===== src/rtl/ws2812_pkg.sv =====
// Shared definitions for the WS2812 frame scheduling path.
//   sched_state_t           - scheduler FSM state encoding
//   GAP_CYCLES_DEFAULT      - latch gap after a frame (50 us at 48 MHz)
//   REFRESH_CYCLES_DEFAULT  - auto-resend interval, 0 = never
package ws2812_pkg;

  typedef enum logic [1:0] {
    IDLE  = 2'd0,
    START = 2'd1,
    BUSY  = 2'd2,
    GAP   = 2'd3
  } sched_state_t;

  localparam int unsigned GAP_CYCLES_DEFAULT     = 2400;
  localparam int unsigned REFRESH_CYCLES_DEFAULT = 0;

endpackage


===== src/rtl/frame_sched_if.sv =====
// Host command and frame-sender handshake bundle for frame_sched.
//   cmd_valid/cmd_length/cmd_ready    - host command slot handshake
//   send_trigger/send_length/send_done - frame sender start/length/idle level
// master: host + sender side; slave: the scheduler.
interface frame_sched_if #(
  parameter int addr_size = 8
) ();

  logic                 cmd_valid;
  logic [addr_size-1:0] cmd_length;
  logic                 cmd_ready;
  logic                 send_trigger;
  logic [addr_size-1:0] send_length;
  logic                 send_done;

  modport master (
    output cmd_valid, cmd_length, send_done,
    input  cmd_ready, send_trigger, send_length
  );

  modport slave (
    input  cmd_valid, cmd_length, send_done,
    output cmd_ready, send_trigger, send_length
  );

endinterface


===== src/rtl/frame_sched_cycle_timer.sv =====
// Loadable down-counter with a zero flag.
//   clk, reset  - clock, synchronous active-high reset
//   load        - load load_value (wins over dec)
//   load_value  - value to load
//   dec         - decrement by one, saturating at zero
//   zero        - counter is zero
module cycle_timer #(
  parameter int width = 16
) (
  input  logic             clk,
  input  logic             reset,
  input  logic             load,
  input  logic [width-1:0] load_value,
  input  logic             dec,
  output logic             zero
);

  logic [width-1:0] count_q, count_d;

  always_comb begin
    count_d = count_q;
    if (load) begin
      count_d = load_value;
    end else if (dec && (count_q != '0)) begin
      count_d = count_q - 1'b1;
    end
  end

  always_ff @(posedge clk) begin
    if (reset) begin
      count_q <= '0;
    end else begin
      count_q <= count_d;
    end
  end

  assign zero = (count_q == '0);

endmodule


===== src/rtl/frame_sched.sv =====
// WS2812 frame scheduler: holds one pending host command, triggers the frame
// sender, enforces the latch gap after each frame and optionally resends the
// last frame after a period of idleness.
//   clk, reset  - clock, synchronous active-high reset
//   bus         - command slot and sender handshake (slave side)
//   busy        - high in every state except IDLE
//   frames_sent - number of triggered frames, wraps at 16 bits
//
// state | meaning
// IDLE  | waiting for a command in the slot (or for refresh to fill it)
// START | single cycle: send_trigger high
// BUSY  | sender is shifting pixels, waiting for send_done
// GAP   | latch gap running after a completed frame
module frame_sched
  import ws2812_pkg::*;
#(
  parameter int          addr_size      = 8,
  parameter int unsigned gap_cycles     = GAP_CYCLES_DEFAULT,
  parameter int unsigned refresh_cycles = REFRESH_CYCLES_DEFAULT
) (
  input  logic                clk,
  input  logic                reset,
  frame_sched_if.slave        bus,
  output logic                busy,
  output logic [15:0]         frames_sent
);

  localparam logic [15:0] GAP_LOAD     = 16'(gap_cycles - 1);
  localparam bit          REFRESH_EN   = (refresh_cycles != 0);
  localparam logic [23:0] REFRESH_LAST = REFRESH_EN ? 24'(refresh_cycles - 1) : 24'd0;

  sched_state_t         state_q, state_d;
  logic                 pend_valid_q, pend_valid_d;
  logic [addr_size-1:0] pend_length_q, pend_length_d;
  logic [addr_size-1:0] send_length_q, send_length_d;
  logic [15:0]          frames_sent_q, frames_sent_d;
  logic                 have_sent_q, have_sent_d;
  logic [23:0]          refresh_cnt_q, refresh_cnt_d;

  logic gap_load, gap_dec, gap_zero;
  logic cmd_accept, refresh_counting, refresh_fire;

  cycle_timer #(.width(16)) u_gap_timer (
    .clk        (clk),
    .reset      (reset),
    .load       (gap_load),
    .load_value (GAP_LOAD),
    .dec        (gap_dec),
    .zero       (gap_zero)
  );

  assign cmd_accept       = bus.cmd_valid && !pend_valid_q;
  // Refresh only idles on an empty slot, and only once there is a frame to repeat.
  assign refresh_counting = REFRESH_EN && (state_q == IDLE) && !pend_valid_q && have_sent_q;
  // A host command on the expiry edge wins; the refresh is simply dropped.
  assign refresh_fire     = refresh_counting && (refresh_cnt_q == REFRESH_LAST) && !cmd_accept;

  always_comb begin
    state_d       = state_q;
    pend_valid_d  = pend_valid_q;
    pend_length_d = pend_length_q;
    send_length_d = send_length_q;
    frames_sent_d = frames_sent_q;
    have_sent_d   = have_sent_q;
    refresh_cnt_d = refresh_cnt_q;
    gap_load      = 1'b0;
    gap_dec       = 1'b0;

    case (state_q)
      IDLE: begin
        if (pend_valid_q) begin
          state_d       = START;
          send_length_d = pend_length_q;
        end
      end
      START: begin
        state_d       = BUSY;
        frames_sent_d = frames_sent_q + 16'd1;
        have_sent_d   = 1'b1;
      end
      BUSY: begin
        if (bus.send_done) begin
          state_d  = GAP;
          gap_load = 1'b1;
        end
      end
      GAP: begin
        if (gap_zero) begin
          state_d = IDLE;
        end else begin
          gap_dec = 1'b1;
        end
      end
      default: state_d = IDLE;
    endcase

    // Slot: draining into START takes priority; it is only possible when the
    // slot is full, in which case no host command can be accepted anyway.
    if ((state_q == IDLE) && pend_valid_q) begin
      pend_valid_d = 1'b0;
    end else if (cmd_accept) begin
      pend_valid_d  = 1'b1;
      pend_length_d = bus.cmd_length;
    end else if (refresh_fire) begin
      pend_valid_d  = 1'b1;
      pend_length_d = send_length_q;
    end

    if (!refresh_counting || cmd_accept || refresh_fire) begin
      refresh_cnt_d = 24'd0;
    end else begin
      refresh_cnt_d = refresh_cnt_q + 24'd1;
    end
  end

  always_ff @(posedge clk) begin
    if (reset) begin
      state_q       <= IDLE;
      pend_valid_q  <= 1'b0;
      pend_length_q <= '0;
      send_length_q <= '0;
      frames_sent_q <= 16'd0;
      have_sent_q   <= 1'b0;
      refresh_cnt_q <= 24'd0;
    end else begin
      state_q       <= state_d;
      pend_valid_q  <= pend_valid_d;
      pend_length_q <= pend_length_d;
      send_length_q <= send_length_d;
      frames_sent_q <= frames_sent_d;
      have_sent_q   <= have_sent_d;
      refresh_cnt_q <= refresh_cnt_d;
    end
  end

  assign bus.cmd_ready    = !pend_valid_q;
  assign bus.send_trigger = (state_q == START);
  assign bus.send_length  = send_length_q;
  assign busy             = (state_q != IDLE);
  assign frames_sent      = frames_sent_q;

endmodule


===== src/flat_wrapper.sv =====
// flat-port wrapper written by rule: the top's interface ports become plain ports
module frame_sched_flat import ws2812_pkg::*;
#(
  parameter int          addr_size      = 8,
  parameter int unsigned gap_cycles     = GAP_CYCLES_DEFAULT,
  parameter int unsigned refresh_cycles = REFRESH_CYCLES_DEFAULT
)
  (clk, reset, busy, frames_sent, bus_cmd_valid, bus_cmd_length, bus_send_done, bus_cmd_ready, bus_send_trigger, bus_send_length);
  frame_sched_if #(.addr_size(addr_size)) bus_i ();
  input  logic clk;
  input  logic reset;
  output logic busy;
  output logic [15:0] frames_sent;
  input wire logic [$bits(bus_i.cmd_valid)-1:0] bus_cmd_valid;
  input wire logic [$bits(bus_i.cmd_length)-1:0] bus_cmd_length;
  input wire logic [$bits(bus_i.send_done)-1:0] bus_send_done;
  output wire logic [$bits(bus_i.cmd_ready)-1:0] bus_cmd_ready;
  output wire logic [$bits(bus_i.send_trigger)-1:0] bus_send_trigger;
  output wire logic [$bits(bus_i.send_length)-1:0] bus_send_length;
  assign bus_i.cmd_valid = bus_cmd_valid;
  assign bus_i.cmd_length = bus_cmd_length;
  assign bus_i.send_done = bus_send_done;
  assign bus_cmd_ready = bus_i.cmd_ready;
  assign bus_send_trigger = bus_i.send_trigger;
  assign bus_send_length = bus_i.send_length;
  frame_sched #(.addr_size(addr_size), .gap_cycles(gap_cycles), .refresh_cycles(refresh_cycles)) u_core (.clk(clk), .reset(reset), .bus(bus_i), .busy(busy), .frames_sent(frames_sent));
endmodule

===== config.mk =====
export PLATFORM = sky130hd
export DESIGN_NAME = frame_sched_flat
export DESIGN_NICKNAME = d
export VERILOG_FILES = /design/src/rtl/ws2812_pkg.sv /design/src/rtl/frame_sched_if.sv /design/src/rtl/frame_sched_cycle_timer.sv /design/src/rtl/frame_sched.sv /design/src/flat_wrapper.sv
export SDC_FILE = /design/constraint.sdc
export NUM_CORES = 1
export LEC_CHECK = 0
export CORE_MARGIN = 2
export CORE_UTILIZATION = 39
export DETAILED_ROUTE_END_ITERATION = 10
export HOLD_SLACK_MARGIN = 0.1
export MAX_ROUTING_LAYER = met4
export SLEW_MARGIN = 20
export SYNTH_ARGS = -nofsm -noshare
export SYNTH_HDL_FRONTEND = slang
export SYNTH_SLANG_ARGS = --single-unit

===== constraint.sdc =====
create_clock -name clk -period 2.3 [get_ports clk]
set_input_delay 0.575 -clock clk [delete_from_list [all_inputs] [get_ports clk]]
set_output_delay 0.575 -clock clk [all_outputs]
set_load 0.01 [all_outputs]

======== Word level (Yosys, flattened, before mapping) ========
Cells that the tools add are included.
cells by class
  bitwise logic cells ..................... 1
  add/sub/neg operators ................... 2
  equal/unequal tests ..................... 6
  muxes and demuxes ....................... 10
  reduce and logical (&&, ||, !) cells .... 14
operators by type and width
  kind                                                    count
  two-way mux 12 bit                                      2
  adder 16 x 1 -> 16 bit (second input constant)          1
  zero test 16 bit                                        1
  nonzero test 16 bit                                     1
  subtractor 16 x 1 -> 16 bit (second input constant)     1
  case mux 2 bit (4 select lines)                         1
  two-way mux 2 bit                                       3
  equality test 2 bit (second input constant)             2
  two-way mux 1 bit                                       4
  inequality test 2 x 1 -> 1 bit (second input constant)  2
  AND reduction 2 bit                                     2
  nonzero test 2 bit                                      2
  OR reduction 2 bit                                      2
  logical AND 1 bit                                       3
  AND reduction 3 bit                                     1
  equality test 2 x 1 -> 1 bit (second input constant)    1
  zero test 2 bit                                         1
  inequality test 2 bit (second input constant)           1
  zero test 1 bit                                         1
  NOT 1 bit                                               1
word-level totals
  input bits .............................. 12
  word-level logic and storage cells ...... 40
  output and inout bits ................... 27
  register bits ........................... 51

======== Longest topological paths before layout ========
Gate-level depths: netlist of run 1.
  word-level depth ........................ 6
  gate-level depth with buffers ........... 6
  depth with buffers taken out ............ 6

======== Modules after synthesis ========
From an unflattened synthesis of run 1, not the netlist that was laid out.
unflattened totals
  cell total of the unflattened synthesis .. 296
  area, all modules ....................... 2494.9 µm²
by module, submodules not included
  module       area each (µm²)  times used  cells an instance  seq. area each (µm²)
  frame_sched  1550.2           1           182                700.7
  cycle_timer  944.7            1           114                320.3

======== Worst setup path before layout of run 1 ========
OpenSTA, ideal clock, no wires.
  kind .................................... flip-flop to flip-flop
  from .................................... register u_core.u_gap_timer.count_q[0]
  to ...................................... register u_core.u_gap_timer.count_q[7]
  required time ........................... 2.230 ns
  slack ................................... 0.465 ns
  path buffers ............................ 0
  library setup time ...................... 0.070 ns
  cell stages (with the launch flop) ...... 7
  arrival ................................. 1.765 ns
  cell sequence ........................... dfxtp_1 > inv_1 > ha_1 > nor4b_2 > and4_1 > or4_2 > a21oi_1
between the ends
  longest elaborated chain between the ends .. 4
  elaborated cells on any way between the ends .. 6
  classes of those cells .................. 1 x add/sub; 2 x mux; 3 x reduce/logical
ends and longest elaborated chain
  what                                                                 RTL line                       text
  start: declaration                                                   frame_sched_cycle_timer.sv:18  logic [width-1:0] count_q, count_d;
  start signal: assignment                                             frame_sched_cycle_timer.sv:33  count_q <= count_d;
  branches (longest 4 deep; another with subtractor 16 x 1 -> 16 bit)  -
Parallel ways; which one is timed is not known.
A chain may end at the register's enable or synchronous reset.

======== Final worst setup path of run 1 ========
  from .................................... register u_core.state_q[0]
  to ...................................... output port busy
between the ends
  longest elaborated chain between the ends .. 1
ends and longest elaborated chain
  what                      RTL line            text
  start: declaration        frame_sched.sv:32   sched_state_t state_q, state_d;
  start signal: assignment  frame_sched.sv:126  state_q <= state_d;
  nonzero test 2 bit        frame_sched.sv:139  assign busy = (state_q != IDLE);
  end: declaration          flat_wrapper.sv:12  output logic busy;
Every way passes these cells.

==> results.md, run 1 <==
Route:
- The number of detailed-routing iterations run before antenna repair is 6.
- The via-per-instance ratio is roughly 5.3.
- The post-detailed-route count of antenna-violating nets is 0.
- Summing over every cut layer, the via total after detailed routing is ~2100.
- In the routed design, unresolved DRC markers number 0.
- After the first detailed-routing iteration, the DRC count stood at 56.
- The wire length per cell is ~13 µm.
- The detailed-route wire length is approximately 5200 µm.

Global route:
- The first global-routing pass estimated between 8000 and 9000 µm of wire.
- Entering global routing, the biggest net connects 19 pins.
- For this run, the total global-route usage over all layers was measured as 16.46%.
- The number of antenna violations at the first check in global routing was 0.
- After global routing the overflow that remains totals 0.
- The number of global-route vias before repair is 1909.

CTS:
- Counting every sink on the clock net gives 51.
- TritonCTS built the clock tree.
- The maximum root-to-sink buffer count is 2.
- Buffers inserted to repair hold after CTS numbered 0.
- After clock tree synthesis, the clock-pin slew on the worst setup and hold paths is 0.10 ns.
- The clock latency reported for the late side of the worst-skew pair is roughly 0.30 ns.
- CTS placed an instance of sky130_fd_sc_hd__clkbuf_8 at the clock tree root.
- The H-tree generated during clock tree synthesis spans 2 levels.
- In this run, CTS created clock tree buffers numbering 5.

Worst setup path:
- The critical register-to-register path endpoint is u_core.u_gap_timer.count_q[1].
- The data arrival time of the critical path is roughly 1.6 ns.
- For flop-to-flop paths, the worst setup slack is roughly 0.28 ns.
- The category of the most critical setup path is register to output port.
- The startpoint of the most critical register-to-register path is u_core.u_gap_timer.count_q[0].
- Counting cells, the worst reg-to-reg path comes to 6.
- The worst setup path startpoint is u_core.state_q[0].
- The worst setup path is captured at an output port.
- The data required time of the critical path is about 1.7 ns.
- The kind of start point of the critical path is a register.
- Along the worst path, the maximum fanout reaches 4.
- The critical path ends at busy.

Logic synthesis:
- When the netlist entered floorplanning its net count stood at between 200 and 300.
- The number of synthesis warnings is 0.
- The synthesized instance count is 279.
- The cell area that synthesis handed to floorplanning was about 2400 µm².
- The post-synthesis cell type count is 46.
- A synthesized cell averages 8.552 µm².
- The synthesized netlist devotes 31.57% of its cell area to simple gates.
- Sequential elements use between 40 and 50% of the synthesized area.
- The combinational family with the most area after synthesis is simple AND/OR/NAND/NOR gates.
- For this run, the leading register cell type out of synthesis is sky130_fd_sc_hd__dfxtp_1.
- After synthesis, the most frequently instantiated cells are 51 x sky130_fd_sc_hd__dfxtp_1, 41 x sky130_fd_sc_hd__nand2_1, 27 x sky130_fd_sc_hd__a21oi_1.
- The synthesized netlist devotes around 4.0% of its cell area to XOR and XNOR gates.
- Summing the areas of all fa, ha and maj instances in the mapped netlist gives under 10% of the synthesized area.
- The count of flip-flops with a built-in enable after synthesis is 0.
- By area the synthesized netlist is led by sky130_fd_sc_hd__dfxtp_1 43%, sky130_fd_sc_hd__nand2_1 6.4%, sky130_fd_sc_hd__a21oi_1 5.7%, sky130_fd_sc_hd__ha_1 3.7%, sky130_fd_sc_hd__nor2_1 3.1%.
- The number of synthesized register bits is 51.
- The mux cell area share after synthesis is around 1.7%.
- The library cell with the largest summed area after synthesis is sky130_fd_sc_hd__dfxtp_1.
- The post-synthesis async set-or-reset flop share is 0%.
- The synthesized netlist devotes between 10 and 15% of its cell area to compound gates.
- The top cell type by area accounts for around 43% of the synthesized area.
- In the post-synthesis netlist, the cell with the most instances is sky130_fd_sc_hd__dfxtp_1.

STA:
- Headroom to the max-slew limit came out at between 60 and 70%.
- For the pin with the worst max-slew slack, the measured transition is between 0.4 and 0.5 ns.
- The final-report hold violation count came to 0.
- The final number of setup-violating endpoints is 0.
- The max-slew violation count is 0.
- The final sum of negative setup slack is 0 ns.
- After layout, the minimum clock period comes to between 2 and 2.5 ns.
- In the finished design, the share of the clock period the worst path needs comes to between 90% and 100%.
- The fmax is between 400 and 500 MHz.
- Between clock sinks in the finished design, the worst skew comes to approximately 0.0090 ns.
- Setup repair after global routing left no endpoint under its margin.

Final layout:
- Once layout is done, the placed cells without fillers occupy around 3000 µm².
- The number of filler cells placed in the layout is between 500 and 600.
- In the final layout, the share of cells above drive strength 1 is between 10% and 20%.
- The repair_antennas step left the layout with diodes totalling 0.
- The layout net count is between 300 and 400.
- Compared with the post-synthesis result, the final layout area differs by 25.28%.
- The utilization after layout is 50.49%.
- The multi-input combinational cell area is approximately 1300 µm².
- The area occupied by registers is 1021 µm².

Placed design:
- The half-perimeter wire length after placement is 3685 µm.
- The placed instances occupy a cell area of 2889 µm².
- The number of buffer cells added on primary ports is 38.
- The congestion estimate from routability-driven global placement came to between 0.7 and 0.8.

Outcome:
- The run finished with clean final reports.

Floorplan:
- The total I/O pin count is 39.
- The initial utilization of the core area, before any placement, comes to between 40% and 50%.
- The x dimension of the die is between 80 and 90 µm.
- The full die area is 6759 µm².
- The core outline area is just under 6000 µm².
- The vertical die dimension is between 80 and 90 µm.
- The floorplan has 28 rows.

Power and ir drop:
- Total power for the finished layout comes to roughly 2.3 mW.
- For this design the static power due to leakage is 1.032 nW.
- VDD sags by at most 323.9 µV.
- Power spread over the standard cell area amounts to 774.7 nW/µm².

Worst hold path:
- The hold path startpoint is u_core.pend_length_q[4].
- The number of cells on the worst hold path is 2.
- The path class of the tightest hold or removal check is register to register.

Job:
- The max-cap check violation count is 0.
-- repair_timing --
| action | in CTS | in global routing |
|---|---|---|
| gates resized for setup | 0 | 1 |
| endpoints found under the hold margin | 0 | 0 |
| endpoints found under the setup margin | 0 | 1 |
| buffers inserted | 0 | 0 |
-- layer usage --
metal,routed length (µm),global-route usage [%],up-vias
met2,2332,25.89,32
met5,0,-,-
met1,2658,21.92,966
met4,22,4.000,0
met3,147,3.043,2
li1,-,-,1095
-- how the worst min path moves through the flow --
stage / end / slack, ns
CTS: u_core.bus.send_length[3] / 0.46
global placement: u_core.pend_length_q[3] / 0.44
global route: u_core.pend_length_q[7] / 0.48
floorplan: u_core.pend_length_q[0] / 0.44
detailed placement: u_core.pend_length_q[6] / 0.45
finish: u_core.pend_length_q[4] / 0.46
-- worst max-delay path: stages, from the launching register on --
cell and delay (ns):
sky130_fd_sc_hd__dfxtp_1 0.40, sky130_fd_sc_hd__inv_1 0.10, sky130_fd_sc_hd__ha_1 0.21, sky130_fd_sc_hd__inv_1 0.08, sky130_fd_sc_hd__clkdlybuf4s50_1 0.54
-- sequential cells by signal, indices dropped and copies added (netlist names) --
register                    count
u_core.bus.send_length          8
u_core.frames_sent             16
u_core.pend_length_q            8
u_core.pend_valid_q             1
u_core.state_q                  2
u_core.u_gap_timer.count_q     16
-- cell usage in the layout (no fill, tap or decap), types with 3 or more instances in the layout --
cell type                         synthesis  layout
sky130_fd_sc_hd__ha_1                     7       6
sky130_fd_sc_hd__o21ai_0                  8       8
sky130_fd_sc_hd__buf_4                    0      11
sky130_fd_sc_hd__xor2_1                   4       4
sky130_fd_sc_hd__a21oi_1                 27      27
sky130_fd_sc_hd__nor3_1                   4       4
sky130_fd_sc_hd__xnor2_1                  7       7
sky130_fd_sc_hd__or3_1                    8       8
sky130_fd_sc_hd__nor2_1                  20      20
sky130_fd_sc_hd__nor3b_1                  3       3
sky130_fd_sc_hd__and4_1                   3       3
sky130_fd_sc_hd__nand4_1                  5       5
sky130_fd_sc_hd__or3b_2                   3       3
sky130_fd_sc_hd__nand2_1                 41      41
sky130_fd_sc_hd__nand2b_1                 4       4
sky130_fd_sc_hd__clkbuf_8                 0       5
sky130_fd_sc_hd__or4_1                    4       4
sky130_fd_sc_hd__inv_1                    8       8
sky130_fd_sc_hd__clkdlybuf4s50_1          0      38
sky130_fd_sc_hd__nor4_1                   8       8
sky130_fd_sc_hd__mux2i_1                  3       3
sky130_fd_sc_hd__nand3_1                 13      13
sky130_fd_sc_hd__and3_1                   4       4
sky130_fd_sc_hd__dfxtp_1                 51      51
sky130_fd_sc_hd__a31oi_1                  6       6
-- cells by family after synthesis --
family / Yosys count
simple gates: 135
compound gates: 51
mux: 4
xor+xnor: 11
flops: 51
fa+ha+maj: 7
buf+inv: 20
-- layout make-up --
class                   count  share of cell area [%]
flip-flops and latches     51                   34.16
inverters                   8                   1.005
clock buffers               5                   2.302
clock inverters             3                  0.9627
multi-input cells         208                   42.95
repair buffers             49                   15.49
well taps                  75                   3.139
-- through the flow --
| step | cells | hold WS (ns) | worst slack, ns |
|---|---|---|---|
| CTS | 399 | 0.4580 | 0.03754 |
| global route | 399 | 0.4811 | 0.003689 |
| floorplan | 279 | 0.4366 | 0.4650 |
| finish | 399 | 0.4609 | 0.1036 |
| global placement | 391 | 0.4434 | 0.2470 |
| detailed placement | 391 | 0.4467 | 0.1896 |
-- power by group --
part	total (mW)	internal, mW	switching [mW]
Sequential	1.03	0.949	0.0767
Clock	0.550	0.226	0.324
Combinational	0.740	0.338	0.402
Total	2.32	1.51	0.802
Power figures use the tool's default switching activity.
==> run 2, diff against run 1 <==
CORE_MARGIN = 4   (was 2)
MAX_ROUTING_LAYER = not set   (was met4)
SKIP_LAST_GASP = 1   (was not set)
==> results.md, run 2 (synthesis results as in run 1) <==
Outcome:
- Run status: finished, final reports clean (unchanged).

STA:
- The final sum of negative setup slack is 0 ns (unchanged).
- Setup repair after global routing missed its margin: false (unchanged).
- The fmax came to 453.9 MHz (was 455.3 MHz).
- The final worst clock skew is 0.01054 ns (was 0.008960 ns).
- The share of the clock period used by the worst path is 95.80% (was 95.50%).
- The worst-margin pin slew is 0.4602 ns (was 0.4619 ns).
- The final-report hold violation count came to 0 (unchanged).
- The max-slew violation count was 0 (unchanged).
- The normalized max-slew margin is 69.24% (was 69.11%).
- The shortest clock period the worst path allows after layout is 2.203 ns (was 2.196 ns).
- The final number of setup-violating endpoints is 0 (unchanged).

Route:
- The post-detailed-route count of antenna-violating nets came to 0 (unchanged).
- The detailed-route wire length came to 5093 µm (was 5161 µm).
- The overall via count from detail_route was 2078 (was 2095).
- The number of design-rule violations left by the first detailed-router iteration is 73 (was 56).
- The number of DRC violations after detailed routing is 0 (unchanged).
- The via-per-instance ratio was 5.234 (was 5.251).
- The number of detailed-routing iterations run before antenna repair is 4 (was 6).
- The wire length per cell is 12.83 µm (was 12.93 µm).

Final layout:
- Most frequent cells in the layout: 50 x sky130_fd_sc_hd__dfxtp_1, 41 x sky130_fd_sc_hd__nand2_1, 38 x sky130_fd_sc_hd__clkdlybuf4s50_1, 27 x sky130_fd_sc_hd__a21oi_1, 20 x sky130_fd_sc_hd__nor2_1 (was 51 x sky130_fd_sc_hd__dfxtp_1, 41 x sky130_fd_sc_hd__nand2_1, 38 x sky130_fd_sc_hd__clkdlybuf4s50_1, 27 x sky130_fd_sc_hd__a21oi_1, 20 x sky130_fd_sc_hd__nor2_1).
- The layout net count was 340 (was 342).
- The area added between synthesis and finish is 25.38% (was 25.28%).
- The multi-input combinational cell area is 1281 µm² (was 1284 µm²).
- The number of filler cells placed in the layout is 544 (was 564).
- The area occupied by registers is 1022 µm² (was 1021 µm²).
- The most common library cell in the layout ignoring fill and taps is sky130_fd_sc_hd__dfxtp_1 (unchanged).
- The cell area after layout is 2992 µm² (was 2989 µm²).
- The antenna cell count is 0 (unchanged).
- The ratio of cells with drive above 1 in the final layout is 9.627% (was 10.19%).

Power and ir drop:
- The static leakage is 1.033 nW (was 1.032 nW).
- The peak supply drop is 346.3 µV (was 323.9 µV).
- The areal power density over the cells came to 791.3 nW/µm² (was 774.7 nW/µm²).

CTS:
- The clock tree from TritonCTS is built (unchanged).
- The maximum root-to-sink buffer count is 2 (unchanged).
- The CTS clock-pin slew for the worst setup and hold paths is 0.10 ns (about the same).
- The number of hold-repair buffers added at the cts stage is 0 (unchanged).
- The clock latency reported for the late side of the worst-skew pair was 0.31 ns (was 0.30 ns).
- The number of sinks on the clock net is 51 (unchanged).
- The number of buffers added for setup after CTS is 0 (unchanged).
- The total of cells resized after clock tree synthesis is 0 (unchanged).
- The cell chosen for the clock root is sky130_fd_sc_hd__clkbuf_8 (unchanged).
- The total clock buffers created by CTS was 5 (unchanged).
- The number of levels in the clock H-tree is 2 (unchanged).

Global route:
- The number of antenna violations at the first check in global routing is 0 (unchanged).
- The maximum number of pins on one net before global-route repair is 35 (was 19).
- The sum of overflow across all layers after global routing was 0 (unchanged).
- The global-route wire length before repair was 8956 µm (was 8583 µm).
- The combined global-route utilization of all metal layers came to 14.62% (was 16.46%).
- The number of global-route vias before repair came to 1982 (was 1909).

Worst setup path:
- The data arrival time of the critical path came to 1.63 ns (was 1.62 ns).
- The kind of start point of the critical path is a register (unchanged).
- The data required time of the critical path is 1.73 ns (about the same).
- The category of the most critical setup path is register to output port (unchanged).
- The maximum fanout encountered on the critical timing path is 7 (was 4).
- The capturing element type of the critical path is an output port (unchanged).

Floorplan:
- The total I/O pin count is 39 (unchanged).
- The core outline area is 5921 µm² (unchanged).
- The starting density of the core is 40.30% (unchanged).
- The full die area is 7433 µm² (was 6759 µm²).
- The placement row count is 28 (unchanged).
- The x dimension of the die was 86.22 µm (was 82.22 µm).
- The vertical die dimension is 86.22 µm (was 82.22 µm).

Placed design:
- The half-perimeter wire length after placement is 3669 µm (was 3685 µm).
- The number of buffer cells added on primary ports came to 38 (unchanged).
- The final weighted congestion of routability-driven global placement was 0.8807 (was 0.7511).
- The total placed instance area came to 2874 µm² (was 2889 µm²).

Job:
- The max-cap check violation count is 0 (unchanged).

Worst hold path:
- The worst min-delay path category is register to register (unchanged).
-- run 2: cell count changes in the layout (fill, tap and decap cells not counted), sizes merged --
| cell | change |
|---|---|
| bufinv | +1 |
| buf | -2 |
| clkinv | -1 |
-- run 2: worst max-delay path, cell delays in order (launching register included) --
cell                              delay (ns)
sky130_fd_sc_hd__dfxtp_1                0.34
sky130_fd_sc_hd__inv_1                  0.09
sky130_fd_sc_hd__ha_1                   0.30
sky130_fd_sc_hd__clkdlybuf4s50_1        0.59
-- run 2: final timing paths --
| kind | startpoint | end | slack, ns | depth (start not counted) |
|---|---|---|---|---|
| worst max-delay path | u_core.state_q[1] | bus_send_trigger | 0.1 | 3 |
| worst min-delay path | u_core.pend_length_q[7] | u_core.pend_length_q[7] | 0.46 | 2 |
| worst max register to register | u_core.u_gap_timer.count_q[0] | u_core.state_q[1] | 0.23 | 6 |
| worst min register to register | u_core.pend_length_q[7] | u_core.pend_length_q[7] | 0.46 | 2 |
-- run 2: cell type report --
type                            instances  share of cell area (%)
Multi-Input combinational cell        208                   42.83
Sequential cell                        51                   34.17
Timing Repair Buffer                   47                   14.97
Tap cell                               75                   3.137
Clock buffer                            5                   2.300
Clock inverter                          3                   1.589
Inverter                                8                   1.004
-- run 2: power breakdown --
part,internal [mW],switching (mW)
Combinational,0.313,0.387
Sequential,0.951,0.0735
Clock,0.330,0.312
-- run 2: layer usage --
metal / vias to the layer above / wire [µm] / track usage (%)
met4: 0 / 59 / 5.099
met1: 964 / 2507 / 20.00
li1: 1077 / - / -
met2: 30 / 2339 / 22.92
met5: - / 0 / 0
met3: 7 / 186 / 3.042
-- run 2: through the flow --
stage	total power [mW]	instances	hold slack [ns]	worst slack (ns)	util (%)
6_report	2.367	397	0.4606	0.09664	50.53
3_5_place_dp	1.749	389	0.4474	0.1696	48.54
4_1_cts	2.398	397	0.4616	0.05877	50.51
3_3_place_gp	1.750	389	0.4427	0.1913	48.54
2_1_floorplan	1.509	279	0.4366	0.4650	-
5_1_grt	2.531	397	0.4802	0.007668	50.53
==> run 3, diff against run 2 <==
SLEW_MARGIN = 15   (was 20)
==> results of run 3 <==
No change in the layout: final DEF, timing and power equal those of run 2.
